--- src/rtl/fpu_pkg.sv ---
// rtl/fpu_pkg.sv - shared widths, request/result types and the round-up test
package fpu_pkg;

    localparam int EXP_W      = 8;
    localparam int MANT_IN_W  = 28;
    localparam int MANT_OUT_W = 23;

    typedef struct packed {
        logic                 sign;
        logic [EXP_W-1:0]     exp;
        logic [MANT_IN_W-1:0] mant;
        logic                 ov;
        logic                 un;
    } round_req_t;

    typedef struct packed {
        logic                  sign;
        logic [EXP_W-1:0]      exp;
        logic [MANT_OUT_W-1:0] mant;
        logic                  ov;
        logic                  un;
    } round_res_t;

    // Round to nearest even: m[4] is the kept lsb, m[3] guard, m[2:0] sticky.
    function automatic logic round_up(input logic ov, input logic [MANT_IN_W-1:0] m);
        return ~ov & (m[4] ? m[3] : (m[3] & (|m[2:0])));
    endfunction

endpackage

--- src/rtl/unit_rounding.sv ---
// rtl/unit_rounding.sv - combinational round-to-nearest-even with renormalisation
module unit_rounding
    import fpu_pkg::*;
(
    input  round_req_t req,
    output round_res_t res,
    output logic       r_up
);

    logic [MANT_OUT_W:0] sum;
    logic                unused_msb;

    assign unused_msb = req.mant[MANT_IN_W-1];

    always_comb begin
        r_up     = round_up(req.ov, req.mant);
        sum      = {1'b0, req.mant[26:4]} + {{MANT_OUT_W{1'b0}}, 1'b1};
        res.sign = req.sign;
        res.exp  = req.exp;
        res.mant = req.mant[26:4];
        res.ov   = req.ov;
        res.un   = req.un;
        if (r_up) begin
            res.mant = sum[MANT_OUT_W-1:0];
            // Mantissa carry-out: fraction wraps to zero and the exponent bumps,
            // saturating to an overflowed all-ones exponent.
            if (sum[MANT_OUT_W]) begin
                if (req.exp >= 8'hFE) begin
                    res.exp = 8'hFF;
                    res.ov  = 1'b1;
                end else begin
                    res.exp = req.exp + 8'd1;
                end
            end
        end
    end

endmodule

--- src/rtl/fpu_round_arbiter.sv ---
// rtl/fpu_round_arbiter.sv - two-requester shared rounding stage; FPU_ROUND_RR_EN selects round-robin
module fpu_round_arbiter
    import fpu_pkg::*;
#(
    parameter int CNT_W = 16
) (
    input  logic                  i_clk,
    input  logic                  i_rst_n,
    input  logic [1:0]            i_req_valid,
    output logic [1:0]            o_req_ready,
    input  logic                  i_sign0,
    input  logic                  i_sign1,
    input  logic [EXP_W-1:0]      i_exp0,
    input  logic [EXP_W-1:0]      i_exp1,
    input  logic [MANT_IN_W-1:0]  i_mant0,
    input  logic [MANT_IN_W-1:0]  i_mant1,
    input  logic                  i_ov0,
    input  logic                  i_ov1,
    input  logic                  i_un0,
    input  logic                  i_un1,
    output logic                  o_valid,
    input  logic                  i_ready,
    output logic                  o_sign,
    output logic [EXP_W-1:0]      o_exp,
    output logic [MANT_OUT_W-1:0] o_mant,
    output logic                  o_ov_fl,
    output logic                  o_un_fl,
    output logic                  o_id,
    input  logic                  i_cnt_clr,
    output logic [CNT_W-1:0]      o_rnd_cnt
);

    logic       va, vb;
    logic       rdy_a, rdy_b;
    logic       a_id, b_id, b_rup;
    logic       gnt_id, acc;
    round_req_t a_req, req0, req1;
    round_res_t b_res, rnd_res;
    logic       rnd_up;
    logic [CNT_W-1:0] cnt;

    assign req0 = '{sign: i_sign0, exp: i_exp0, mant: i_mant0, ov: i_ov0, un: i_un0};
    assign req1 = '{sign: i_sign1, exp: i_exp1, mant: i_mant1, ov: i_ov1, un: i_un1};

    assign rdy_b = ~vb | i_ready;
    assign rdy_a = ~va | rdy_b;
    // Reset gates the grant so no requester sees ready while the pipe is held clear.
    assign acc   = rdy_a & (|i_req_valid) & i_rst_n;

`ifdef FPU_ROUND_RR_EN
    logic last_gnt;

    always_comb begin
        gnt_id = i_req_valid[1];
        if (&i_req_valid) begin
            gnt_id = ~last_gnt;
        end
    end

    always_ff @(posedge i_clk or negedge i_rst_n) begin
        if (!i_rst_n) begin
            last_gnt <= 1'b1;
        end else if (acc) begin
            last_gnt <= gnt_id;
        end
    end
`else
    assign gnt_id = ~i_req_valid[0];
`endif

    assign o_req_ready = acc ? (gnt_id ? 2'b10 : 2'b01) : 2'b00;

    always_ff @(posedge i_clk or negedge i_rst_n) begin
        if (!i_rst_n) begin
            va    <= 1'b0;
            a_id  <= 1'b0;
            a_req <= '0;
        end else if (rdy_a) begin
            va <= acc;
            if (acc) begin
                a_req <= gnt_id ? req1 : req0;
                a_id  <= gnt_id;
            end
        end
    end

    unit_rounding u_rounding (
        .req  (a_req),
        .res  (rnd_res),
        .r_up (rnd_up)
    );

    always_ff @(posedge i_clk or negedge i_rst_n) begin
        if (!i_rst_n) begin
            vb    <= 1'b0;
            b_id  <= 1'b0;
            b_rup <= 1'b0;
            b_res <= '0;
        end else if (rdy_b) begin
            vb <= va;
            if (va) begin
                b_res <= rnd_res;
                b_id  <= a_id;
                b_rup <= rnd_up;
            end
        end
    end

    always_ff @(posedge i_clk or negedge i_rst_n) begin
        if (!i_rst_n) begin
            cnt <= '0;
        end else if (i_cnt_clr) begin
            cnt <= '0;
        end else if (vb && i_ready && b_rup && !(&cnt)) begin
            cnt <= cnt + {{(CNT_W-1){1'b0}}, 1'b1};
        end
    end

    assign o_valid   = vb;
    assign o_sign    = b_res.sign;
    assign o_exp     = b_res.exp;
    assign o_mant    = b_res.mant;
    assign o_ov_fl   = b_res.ov;
    assign o_un_fl   = b_res.un;
    assign o_id      = b_id;
    assign o_rnd_cnt = cnt;

endmodule

--- config.mk ---
export PLATFORM = sky130hd
export DESIGN_NAME = fpu_round_arbiter
export DESIGN_NICKNAME = d
export VERILOG_FILES = /design/src/rtl/fpu_pkg.sv /design/src/rtl/unit_rounding.sv /design/src/rtl/fpu_round_arbiter.sv
export SDC_FILE = /design/constraint.sdc
export NUM_CORES = 1
export LEC_CHECK = 0
export CORE_MARGIN = 2
export CORE_UTILIZATION = 60
export CTS_BUF_LIST = sky130_fd_sc_hd__clkbuf_4 sky130_fd_sc_hd__clkbuf_8
export DETAILED_ROUTE_END_ITERATION = 8
export DONT_BUFFER_PORTS = 1
export PLACE_DENSITY_LB_ADDON = 0.05
export SLEW_MARGIN = 20
export SYNTH_ARGS = -nofsm -noshare
export SYNTH_HDL_FRONTEND = slang
export SYNTH_SLANG_ARGS = --single-unit
--- constraint.sdc ---
create_clock -name i_clk -period 2.6 [get_ports i_clk]
set_input_delay 0.39 -clock i_clk [delete_from_list [all_inputs] [get_ports i_clk]]
set_output_delay 0.39 -clock i_clk [all_outputs]
set_load 0.005 [all_outputs]
==> reports/results.md <==
| Quantity | This run | Unit |
|:---|:---|:---|
| Outcome | complete, no violations | - |
| Number of port buffers | 0 | - |
| Critical path peak fanout | 10 | - |
| Launching element type of the critical path | register | - |
| Count of placed standard cells including taps | 616 | - |
| Antenna cells | 0 | - |
| Total number of nets in the final design | 615 | - |
| Start-to-end type of the worst setup path | reg2out | - |
| Area of the core region | 0.00773 | sq mm |
| Via-to-Cell Ratio | 6.13 | - |
| Time the final worst path needs with I/O delays and setup | 2.07 | ns |
| Width of the chip | 93.4 | um |
| Max capacitance violation total | 0 | - |
| Clock insertion delay at the later pin of the skew report | 0.35 | ns |
| Clock-pin transition on the worst setup and hold timing paths | 0.09 | ns |
| DP Worst Slack | 0.635 | ns |
| Clock H-tree levels | 3 | - |
| Overall die area | 0.00873 | sq mm |
| Number of flip-flops and latches in the synthesized netlist | 93 | - |
| Required arrival time at the worst endpoint | 2.21 | ns |
| Remaining global-route overflow | 0 | - |
| Gp weighted congestion | 0.884 | - |
| Clock Tree Root | sky130_fd_sc_hd__clkbuf_8 | - |
| Fill cell instance count of the final layout | 645 | - |
| Total power divided by cell area | 682 | mW/mm^2 |
| First-pass GRT wire length | 18.1 | mm |
| CTS sink count | 93 | - |
| Vias in the first global route | 3632 | - |
| Area after detailed placement | 0.00487 | sq mm |
| Number of pins exceeding their max-slew limit in the final report | 0 | - |
| Post-CTS setup buffer count | 0 | - |
| DRC | 0 | - |
| Multi-input gate area | 0.00232 | sq mm |
| CTS-repair resized insts | 0 | - |
| Leak | 2.14 | nW |
| Finish-stage setup viols | 0 | - |
| Count of standard-cell rows | 32 | - |
| Pin count of the biggest net entering global routing | 94 | - |
| Mean instance size in the synthesized netlist | 8.92 | sq um |
| Number of hold-slack violations in the final timing report | 0 | - |
| Category of the worst setup path capture point | primary output | - |
| Max IR drop VDD | 0.326 | mV |
| Worst max-slew margin expressed relative to the limit | 46.5 | % |
| Starting density of the core | 62.1 | % |
| I/O Pins | 138 | - |
| Number of flops mapped to enable cells by yosys | 0 | - |
| Post-DP HPWL | 7.89 | mm |
| Min-Delay Path Class | in2reg | - |
| Number of standard cells after synthesis | 538 | - |
| WL/cell | 17.6 | um |
| DRT Wirelength | 11.2 | mm |
| Transition time at the pin with the least slew margin | 0.797 | ns |
| Cell with the largest stage delay on the worst path | sky130_fd_sc_hd__dfrtp_1 | - |
| Via count | 3882 | - |
| Yosys warning total | 0 | - |
| Finished Layout Cells | 633 | - |
| Chip Height | 93.4 | um |
| Data arrival time at the worst-slack endpoint | 1.68 | ns |
| Final design area excluding fillers | 0.00511 | sq mm |
| Worst path cell trace | nand3b_1 -> and2_1 -> nand2_1 -> inv_2 | - |
| Net Count, Synth | 626 | - |
| Ratio of cells with drive above 1 in the final layout | 6.03 | % |
| Global-route usage over all layers | 26.5 | % |
| Achievable Freq | 484 | MHz |
| Antenna violations before repair | 0 | - |
| Leading cell types in the layout, fill and taps excluded | sky130_fd_sc_hd__nand2_1 (93), sky130_fd_sc_hd__dfrtp_1 (93), sky130_fd_sc_hd__a31oi_1 (37) | - |
| Post-route fraction of the period consumed by the critical path | 79.5 | % |
| Final setup skew | 0.0108 | ns |
| Final total negative setup slack | 0 | ns |
| Synth Flop Type | sky130_fd_sc_hd__dfrtp_1 | - |
| Worst-case clock buffer depth | 2 | - |
| Min setup slack post-route | 0.532 | ns |
| Clock tree from TritonCTS | built | - |
| Number of search-and-repair iterations in the first detailed-routing pass | 4 | - |
| Post-synth ARST share | 100 | % |
| Area taken by flip-flops and latches | 0.00233 | sq mm |
| Drt initial violations | 170 | - |
| Number of buffers created by CTS | 9 | - |
| Library cells used by synthesis | 47 | - |
| Worst path max stage delay | 0.44 | ns |
| Antenna Violating Nets Remaining | 0 | - |
| Netlist Area Pre-Place | 0.00480 | sq mm |
| Hold-fix buffers at CTS | 2 | - |
| RSZ-0062 raised after global routing | false | - |
| Synth-to-Final Area Change | 6.49 | % |
| Post-synthesis sequential area ratio | 48.5 | % |
## where the power goes
part           internal (W)  switching (W)  leakage, nW
combinational      0.000219       0.000311        0.861
clock              0.000503       0.000488       0.0981
sequential          0.00170       0.000265         1.18
total               0.00242        0.00106         2.14
## critical path, delay by kind of cell, from the launching register on
| family | cells | cell delay [ns] |
|---|---|---|
| flops | 1 | 0.44 |
| simple gates | 3 | 0.77 |
| buf+inv | 1 | 0.12 |
## Yosys cell counts (2+ instances only)
| cell type | number | area share, % |
|---|---|---|
| sky130_fd_sc_hd__nand2_1 | 94 | 7.4 |
| sky130_fd_sc_hd__dfrtp_1 | 93 | 49 |
| sky130_fd_sc_hd__a31oi_1 | 37 | 4.8 |
| sky130_fd_sc_hd__and2_1 | 35 | 4.6 |
| sky130_fd_sc_hd__o21ai_0 | 34 | 3.5 |
| sky130_fd_sc_hd__o21ai_1 | 30 | 3.1 |
| sky130_fd_sc_hd__clkbuf_1 | 28 | 2.2 |
| sky130_fd_sc_hd__nor2_1 | 26 | 2.0 |
| sky130_fd_sc_hd__xor2_1 | 25 | 4.6 |
| sky130_fd_sc_hd__nand3_1 | 20 | 2.1 |
| sky130_fd_sc_hd__nand4_1 | 13 | 1.7 |
| sky130_fd_sc_hd__a21oi_1 | 11 | 1.1 |
| sky130_fd_sc_hd__nor3_1 | 10 | 1.0 |
| sky130_fd_sc_hd__and3_1 | 9 | 1.2 |
| sky130_fd_sc_hd__inv_1 | 8 | 0.63 |
| sky130_fd_sc_hd__o22ai_1 | 8 | 1.0 |
| sky130_fd_sc_hd__xnor2_1 | 6 | 1.1 |
| sky130_fd_sc_hd__o31ai_1 | 5 | 0.78 |
| sky130_fd_sc_hd__and4_1 | 4 | 0.73 |
| sky130_fd_sc_hd__ha_1 | 4 | 1.0 |
| sky130_fd_sc_hd__nand2b_1 | 3 | 0.39 |
| sky130_fd_sc_hd__nor4_1 | 3 | 0.39 |
| sky130_fd_sc_hd__o41ai_1 | 3 | 0.55 |
| sky130_fd_sc_hd__mux2i_1 | 2 | 0.42 |
| sky130_fd_sc_hd__o2111ai_1 | 2 | 0.37 |
| sky130_fd_sc_hd__o211ai_1 | 2 | 0.31 |
| sky130_fd_sc_hd__o21a_1 | 2 | 0.31 |
| sky130_fd_sc_hd__or3_1 | 2 | 0.26 |
## path summary, 6_finish.rpt
| path | to | from | slack [ns] | cells past startpoint |
|---|---|---|---|---|
| max | o_req_ready[0] | o_valid | 0.53 | 4 |
| min | o_rnd_cnt[15] | i_cnt_clr | 0.09 | 1 |
| max reg2reg | o_exp[3] | a_req[1] | 0.59 | 5 |
| min reg2reg | o_id | a_id | 0.49 | 2 |
| max in group asynchronous | a_req[4] | i_rst_n | 1.58 | 2 |
| min in group asynchronous | o_mant[6] | i_rst_n | 0.62 | 2 |
## metal layers
| layer | share of wire, % | track usage [%] |
|---|---|---|
| met1 | 47 | 39.3 |
| met2 | 45 | 40.0 |
| met3 | 7.1 | 5.72 |
| met4 | 1.0 | 6.13 |
| met5 | 0 | 0 |
## registers in the layout (all words and copies together), names as in the netlist
register   cells
va             1
o_un_fl        1
o_ov_fl        1
a_id           1
b_rup          1
a_req         38
o_exp          8
o_mant        23
o_sign         1
o_valid        1
o_rnd_cnt     16
o_id           1
## layout make-up
cell class              instances  share of cell area [%]
inverters                       9                   0.661
well taps                     102                    2.50
clock inverters                 3                   0.882
multi-input cells             406                    45.4
clock buffers                  12                    3.11
flip-flops and latches         93                    45.6
repair buffers                  8                    1.86
## kinds of logic after synthesis
logic type	share of synthesized area [%]
XOR/XNOR	5.66
multiplexers	0.417
flip-flops	48.5
AND/OR/NAND/NOR	24.0
AO/OA/AOI/OAI	17.1
adder cells (fa/ha/maj)	1.04
buffers and inverters	3.23
## through the flow
step	utilization, %	hold slack (ns)	power [W]
after detailed placement	63.0	0.0964	0.00249
after global routing	66.1	0.0676	0.00369
after CTS	66.1	0.0837	0.00351
after global placement	63.0	0.0966	0.00246
after floorplan	-	0.0944	0.00233
final	66.1	0.0942	0.00348
(Power assumes the default switching activity.)
